**src/rtl/hazard_ctrl.sv**
```systemverilog
// Hazard, forwarding and memory-wait control for the 5-stage pipeline.
// Also keeps a saturating count of PC-stall cycles.
module hazard_ctrl #(
    parameter int TIMEOUT = 16,
    parameter int CNT_W   = 16
) (
    input  logic             clk,
    input  logic             reset,
    input  logic [4:0]       Rs1D,
    input  logic [4:0]       Rs2D,
    input  logic [4:0]       Rs1E,
    input  logic [4:0]       Rs2E,
    input  logic [4:0]       RdE,
    input  logic [4:0]       RdM,
    input  logic [4:0]       RdW,
    input  logic             RegWriteM,
    input  logic             RegWriteW,
    input  logic             LoadE,
    input  logic             PCSrcE,
    input  logic             mem_reqM,
    input  logic             mem_readyM,
    output logic             StallF,
    output logic             StallD,
    output logic             StallE,
    output logic             StallM,
    output logic             FlushD,
    output logic             FlushE,
    output logic             FlushW,
    output logic [1:0]       ForwardAE,
    output logic [1:0]       ForwardBE,
    output logic             mem_err,
    output logic [CNT_W-1:0] stall_cycles
);

    typedef enum logic {RUN, MEM_WAIT} state_t;

    localparam logic [7:0] TO = 8'(TIMEOUT);

    state_t     state;
    logic [7:0] cnt;
    logic       mw;
    logic       tmo;
    logic       lw_stall;

    function automatic logic [1:0] fwd(input logic [4:0] rs);
        if (rs != 5'd0 && rs == RdM && RegWriteM)
            return 2'b10;
        else if (rs != 5'd0 && rs == RdW && RegWriteW)
            return 2'b01;
        else
            return 2'b00;
    endfunction

    assign mw = (state == RUN && mem_reqM && !mem_readyM)
              || state == MEM_WAIT;
    assign tmo = state == MEM_WAIT && cnt == TO;
    assign lw_stall = LoadE && RdE != 5'd0
                   && (RdE == Rs1D || RdE == Rs2D);

    always_comb begin
        StallF    = 1'b0;
        StallD    = 1'b0;
        StallE    = 1'b0;
        StallM    = 1'b0;
        FlushD    = 1'b0;
        FlushE    = 1'b0;
        FlushW    = 1'b0;
        ForwardAE = fwd(Rs1E);
        ForwardBE = fwd(Rs2E);
        if (reset) begin
            FlushD    = 1'b1;
            FlushE    = 1'b1;
            FlushW    = 1'b1;
            ForwardAE = 2'b00;
            ForwardBE = 2'b00;
        end else if (mw && !mem_readyM) begin
            // On timeout the stuck access leaves M as a bubble.
            FlushW = 1'b1;
            if (!tmo) begin
                StallF = 1'b1;
                StallD = 1'b1;
                StallE = 1'b1;
                StallM = 1'b1;
            end
        end else if (PCSrcE) begin
            FlushD = 1'b1;
            FlushE = 1'b1;
        end else if (lw_stall) begin
            StallF = 1'b1;
            StallD = 1'b1;
            FlushE = 1'b1;
        end
    end

    always_ff @(posedge clk) begin
        if (reset) begin
            state        <= RUN;
            cnt          <= 8'd0;
            mem_err      <= 1'b0;
            stall_cycles <= '0;
        end else begin
            mem_err <= 1'b0;
            if (StallF && stall_cycles != '1)
                stall_cycles <= stall_cycles
                              + {{(CNT_W-1){1'b0}}, 1'b1};
            case (state)
                RUN: begin
                    if (mem_reqM && !mem_readyM) begin
                        state <= MEM_WAIT;
                        cnt   <= 8'd1;
                    end
                end
                MEM_WAIT: begin
                    if (mem_readyM) begin
                        state <= RUN;
                        cnt   <= 8'd0;
                    end else if (cnt == TO) begin
                        state   <= RUN;
                        cnt     <= 8'd0;
                        mem_err <= 1'b1;
                    end else begin
                        cnt <= cnt + 8'd1;
                    end
                end
                default: begin
                    state <= RUN;
                    cnt   <= 8'd0;
                end
            endcase
        end
    end

endmodule

```
**config.mk**
```make
export PLATFORM = sky130hd
export DESIGN_NAME = hazard_ctrl
export DESIGN_NICKNAME = d
export VERILOG_FILES = /design/src/rtl/hazard_ctrl.sv
export SDC_FILE = /design/constraint.sdc
export NUM_CORES = 1
export LEC_CHECK = 0
export CAP_MARGIN = 20
export CORE_ASPECT_RATIO = 0.5
export CORE_UTILIZATION = 47
export CTS_CLUSTER_DIAMETER = 120
export DETAILED_ROUTE_END_ITERATION = 10
export HOLD_SLACK_MARGIN = 0.02
export PLACE_DENSITY = 0.88
export SKIP_CTS_REPAIR_TIMING = 1
export SLEW_MARGIN = 20
export SYNTH_ARGS = -nofsm -noshare
export SYNTH_HDL_FRONTEND = slang
export SYNTH_SLANG_ARGS = --single-unit
```
**constraint.sdc**
```tcl
create_clock -name clk -period 6.5 [get_ports clk]
set_input_delay 0.65 -clock clk [delete_from_list [all_inputs] [get_ports clk]]
set_output_delay 0.65 -clock clk [all_outputs]
set_load 0.01 [all_outputs]
```
==> results of run 1 <==
cell families (layout without fill, tap and decap cells):
group	after synthesis	after routing
AND/OR/NAND/NOR	89	89
AO/OA/AOI/OAI	52	52
XOR/XNOR	29	29
flip-flops	26	26
buffers and inverters	20	87
adder cells (fa/ha/maj)	3	3
multiplexers	3	3
critical path, cell delays in order:
cell and delay [ps]:
clkdlybuf4s50_1 530, o21bai_4 160, or3b_1 390, o31ai_1 510, clkdlybuf4s50_1 650
routing by layer:
layer  wire (um)  global-route usage (%)
met1        1993                   26.64
met2        2500                   47.48
met3         139                   3.986
met4          40                   6.032
met5           0                       0
through the flow:
stage | cells | util, % | hold WS, ps | cell area (um^2) | power [uW]
floorplan | 222 | - | 458.2 | 1787 | 201.6
global placement | 337 | 71.31 | 471.0 | 2516 | 243.2
detailed placement | 337 | 71.31 | 496.2 | 2516 | 245.8
CTS | 340 | 72.48 | 509.1 | 2557 | 333.7
global route | 340 | 72.48 | 533.1 | 2557 | 348.5
finish | 340 | 72.48 | 509.0 | 2557 | 333.7
placed cells by master (no fill, tap or decap), drive strengths merged, types with 3 or more instances in the layout:
master | Yosys | final
clkdlybuf4s50 | 0 | 70
nand4 | 3 | 3
or4 | 9 | 9
nor2b | 8 | 8
xor2 | 16 | 16
clkbuf | 3 | 3
nor4 | 5 | 5
nand2 | 6 | 6
dfxtp | 26 | 26
xnor2 | 13 | 13
ha | 3 | 3
o21ai | 13 | 13
and3 | 8 | 8
nand3 | 10 | 10
or3 | 7 | 7
inv | 13 | 13
nor3 | 3 | 3
nor2 | 17 | 17
o31ai | 7 | 7
nand3b | 4 | 4
a21oi | 20 | 20
Yosys cell counts (all sizes together), types with 3 or more instances:
library cell	number	area share [%]
a21oi	20	5.6
xor2	16	7.8
nor2b	8	2.8
nor4	5	1.8
or4	9	3.8
buf	4	1.8
and3	8	2.8
nand3	10	2.8
o21ai	13	3.6
or3	7	2.5
nor3	3	0.84
inv	13	2.7
nor2	17	3.6
xnor2	13	6.4
ha	3	2.1
nand4	3	1.1
nand3b	4	1.7
o31ai	7	2.9
clkbuf	3	0.63
nand2	6	1.3
dfxtp	26	29
flip-flops by register name, indices dropped and copies added (netlist names):
register,cells
cnt,8
mem_err,1
stall_cycles,16
state,1
worst max-delay path by stage:
stage               start     end  slack, ps  depth (start not counted)
5_1_grt            RdE[3]  StallF       2810                          6
6_report       mem_readyM  StallF       2950                          5
2_1_floorplan    mem_reqM  StallF       3950                          4
3_5_place_dp   mem_readyM  StallF       2960                          5
3_3_place_gp        reset  StallD       2940                          5
4_1_cts        mem_readyM  StallF       2940                          5
area by class of cell:
class / count / area (um^2)
timing repair buffer: 71 / 708.2
multi-input combinational: 176 / 1175
clock buffer: 3 / 41.29
tap: 51 / 63.81
inverter: 13 / 48.80
sequential: 26 / 520.5
fill: 281 / 970.9
power by group:
group | leakage, uW | internal, uW | switching [uW]
Sequential | 0.000210 | 161 | 2.09
Clock | 0.0000216 | 41.6 | 49.8
Combinational | 0.000677 | 45.6 | 34.0
==> results_dict.tcl, run 1 <==
set metrics [dict create \
    fp.dieArea_mm2 0.004067 \
    synth.area.mux_share_pct 1.821 \
    min_period_over_period_pct 54.61 \
    finalWirelength_mm 4.674 \
    hold_path_end "stall_cycles[4]" \
    hold_class "flip-flop to flip-flop" \
    tns_ps 0 \
    drc 0 \
    synth-compound-area-share_pct 18.84 \
    core_mm2 0.003528 \
    synth_edf_count 0 \
    clkLatencyLatePin_ps 270 \
    grt_max_degree 36 \
    r2r_cells 8 \
    r2r_setup_slack_ps 4130 \
    hp-start "stall_cycles[4]" \
    start_kind "input pin" \
    min_period_ps 3550 \
    ant_nets 0 \
    port_buffers 70 \
    max-cap-violations 0 \
    synth_warnings 0 \
    synth-xor-area-share_pct 14.22 \
    critPathMaxFanout 5 \
    cts.sinks 26 \
    grt_pass1_wl_mm 7.452 \
    start_util_pct 50.64 \
    synth-async-reset-ratio_pct 0 \
    syn_inst 222 \
    power_leakage_uw 0.0009084 \
    drive_gt1_share_pct 3.460 \
    regToRegEndpoint "stall_cycles[9]" \
    grt_pass1_vias 1735 \
    synthSimpleGateAreaFrac_pct 28.78 \
    drv_slew 0 \
    nets 337 \
    dr.first_iter.drc_count 63 \
    pre_cts_slack_ps 2956 \
    vias_per_cell 5.576 \
    setup_ws_ps 2950 \
    area_delta_synth_final_pct 43.14 \
    worst-setup-path-type "input pin to output port" \
    worstHoldPathCells 2 \
    num_rows 15 \
    synth_seq_cells 26 \
    gp_congestion 0.8097 \
    status "completed" \
    cp-end-kind "output port" \
    rsz0062_at_grt "false" \
    ys_types 43 \
    synthesis.area_mm2 0.001787 \
    via_count 1896 \
    grt_overflow_total 0 \
    critPathArrivalTime_ps 2900 \
    fin_skew_ps 4.856 \
    hold_viol 0 \
    synth_fa_ha_area_share_pct 2.101 \
    setup_viol 0 \
    post-dp-hpwl_mm 3.656 \
    fmax_ghz 0.2817 \
    htreeDepth 1 \
    synth_fp_nets 268 \
    worst_slew_margin_rel_pct 63.38 \
    vdd_drop_max_mv 0.06765 \
    synth_top_family_by_area "simple AND/OR/NAND/NOR gates" \
    grt.total_usage_pct 23.70 \
    clockRootBuffer "clkbuf_8" \
    power_density_mw_per_mm2 130.5 \
    synth_area_per_cell_um2 8.048 \
    antennaDiodeCount 0 \
    synth_ff_type "dfxtp_1" \
    antenna_found_initial 0 \
    tightestPinTransition_ps 544.7 \
    timing.rr.start "cnt[0]" \
    cts_max_path_buffers 2 \
    die_w_um 89.20 \
    drtPass1Iterations 4 \
    cts_tree "yes" \
    wl_per_cell_um 13.75 \
    path_clk_slew_ps 80 \
    ioPinCount 71 \
    cts_inserted_buffers 3 \
    yosysSeqAreaShare_pct 29.13 \
    die_h_um 45.60 \
    cp.required_ps 5850 \
]
Note: power is estimated with default switching activity, not from simulation.
==> inputs of run 2 (changes only) <==
- CORE_UTILIZATION: 47 -> 44
- PLACE_DENSITY: 0.88 -> 0.83
- clock period: 6.5 -> 3.5 ns (I/O delays scaled with it)
==> run 2 against run 1 <==
Against the previous run:
- worst setup slack lost 2400 ps
- clock power grew 110%
- critical path depth grew 1
- wire length grew 2.8%
- sequential power grew 85%
- critical path type unchanged
- largest power group unchanged
==> results_dict.tcl, run 2 (synthesis gave the netlist of run 1 again) <==
set metrics [dict create \
    status "completed" \
    critPathArrivalTime_ps 2620 \
    min_period_over_period_pct 84.89 \
    htreeDepth 1 \
    power_uw 641.6 \
    worst-setup-path-type "input pin to output port" \
    power_density_mw_per_mm2 249.5 \
    critPathMaxFanout 4 \
    path_clk_slew_ps 80 \
    multi_input_area_mm2 0.001175 \
    hold_viol 0 \
    core_mm2 0.003660 \
    min_period_ps 2971 \
    cp-end-kind "output port" \
    drv_slew 0 \
    wl_per_cell_um 14.10 \
    worst_slew_margin_rel_pct 60.28 \
    grt_overflow_total 0 \
    post-dp-hpwl_mm 3.701 \
    die_w_um 92.12 \
    largest_register_ffs 16 \
    largest_register "stall_cycles" \
    cts_tree "yes" \
    pre_cts_slack_ps 557.3 \
    drtPass1Iterations 4 \
    reg.largest.list "stall_cycles (16), cnt (8)" \
    cts_inserted_buffers 3 \
    nets 337 \
    gr-usage-met2_pct 46.57 \
    setup_ws_ps 528.8 \
    die_h_um 47.06 \
    cts.sinks 26 \
    fillers 306 \
    mostFrequentLayoutCell "clkdlybuf4s50_1" \
    ant_nets 0 \
    seqCellArea_um2 520.5 \
    busiest_layer "met2" \
    antennaDiodeCount 0 \
    via_count 1881 \
    mostFrequentLayoutCells "clkdlybuf4s50_1, dfxtp_1, a21oi_1" \
    met1_usage_pct 27.06 \
    clockRootBuffer "clkbuf_8" \
    grt.total_usage_pct 23.18 \
    num_rows 15 \
    cts_max_path_buffers 2 \
    grt_pass1_vias 1713 \
    grt_max_degree 35 \
    tightestPinTransition_ps 590.7 \
    area_delta_synth_final_pct 43.91 \
    max-cap-violations 0 \
    fin_skew_ps 5.813 \
    grt_pass1_wl_mm 7.852 \
    fp.dieArea_mm2 0.004335 \
    cp.required_ps 3150 \
    rsz0062_at_grt "false" \
    use_met3_pct 4.207 \
    ioPinCount 71 \
    gp_congestion 0.8102 \
    start_kind "input pin" \
    clkLatencyLatePin_ps 270 \
    dr.first_iter.drc_count 108 \
    hold_class "flip-flop to flip-flop" \
    antenna_found_initial 0 \
    drive_gt1_share_pct 3.793 \
    fmax_ghz 0.3366 \
    drc 0 \
    tns_ps 0 \
    finalWirelength_mm 4.807 \
    power_leakage_uw 0.0009156 \
    setup_viol 0 \
    start_util_pct 48.82 \
    vias_per_cell 5.516 \
    port_buffers 70 \
    vdd_drop_max_mv 0.1301 \
]
-- run 2: cell count changes in the layout (fill, tap and decap cells not counted), sizes merged --
cell,previous run,this run
clkbuf,3,4
-- run 2: area by class of cell --
| cell class | count | share of cell area (%) |
|---|---|---|
| multi-input cells | 176 | 45.69 |
| repair buffers | 71 | 27.54 |
| flip-flops and latches | 26 | 20.24 |
| well taps | 51 | 2.482 |
| clock buffers | 4 | 2.141 |
| inverters | 13 | 1.898 |
-- run 2: path summary, 6_finish.rpt --
kind,cells past startpoint,from,end,slack (ps)
setup reg to reg,8,cnt[0],stall_cycles[14],1060
setup / recovery,6,RdE[2],StallF,530
hold / removal,2,cnt[7],cnt[7],490
hold reg to reg,2,cnt[7],cnt[7],490
-- run 2: stage by stage --
step / cells / area [um^2] / hold WS, ps / util, %
after floorplan: 222 / 1787 / 428.6 / -
final: 341 / 2571 / 493.8 / 70.26
after global routing: 341 / 2571 / 513.1 / 70.26
after detailed placement: 337 / 2516 / 485.8 / 68.75
after global placement: 337 / 2516 / 467.9 / 68.75
after CTS: 341 / 2571 / 498.1 / 70.26
-- run 2: power by group --
group | switching, uW | leakage [uW] | internal, uW
combinational | 63.7 | 0.000677 | 84.8
clock | 90.5 | 0.0000288 | 100
sequential | 3.90 | 0.000210 | 298
total | 158 | 0.000916 | 484
-- run 2: per-layer routing --
layer / part of all wire, % / wire length (um)
met4: 0.98 / 47
met5: 0 / 0
met2: 51 / 2446
met1: 45 / 2183
met3: 2.7 / 130
-- run 2: worst max-delay path, stage by stage --
cell and delay [ps]:
clkdlybuf4s50_1 490, xor2_1 210, nor3_1 190, a22oi_1 170, o31ai_1 570, clkdlybuf4s50_1 650
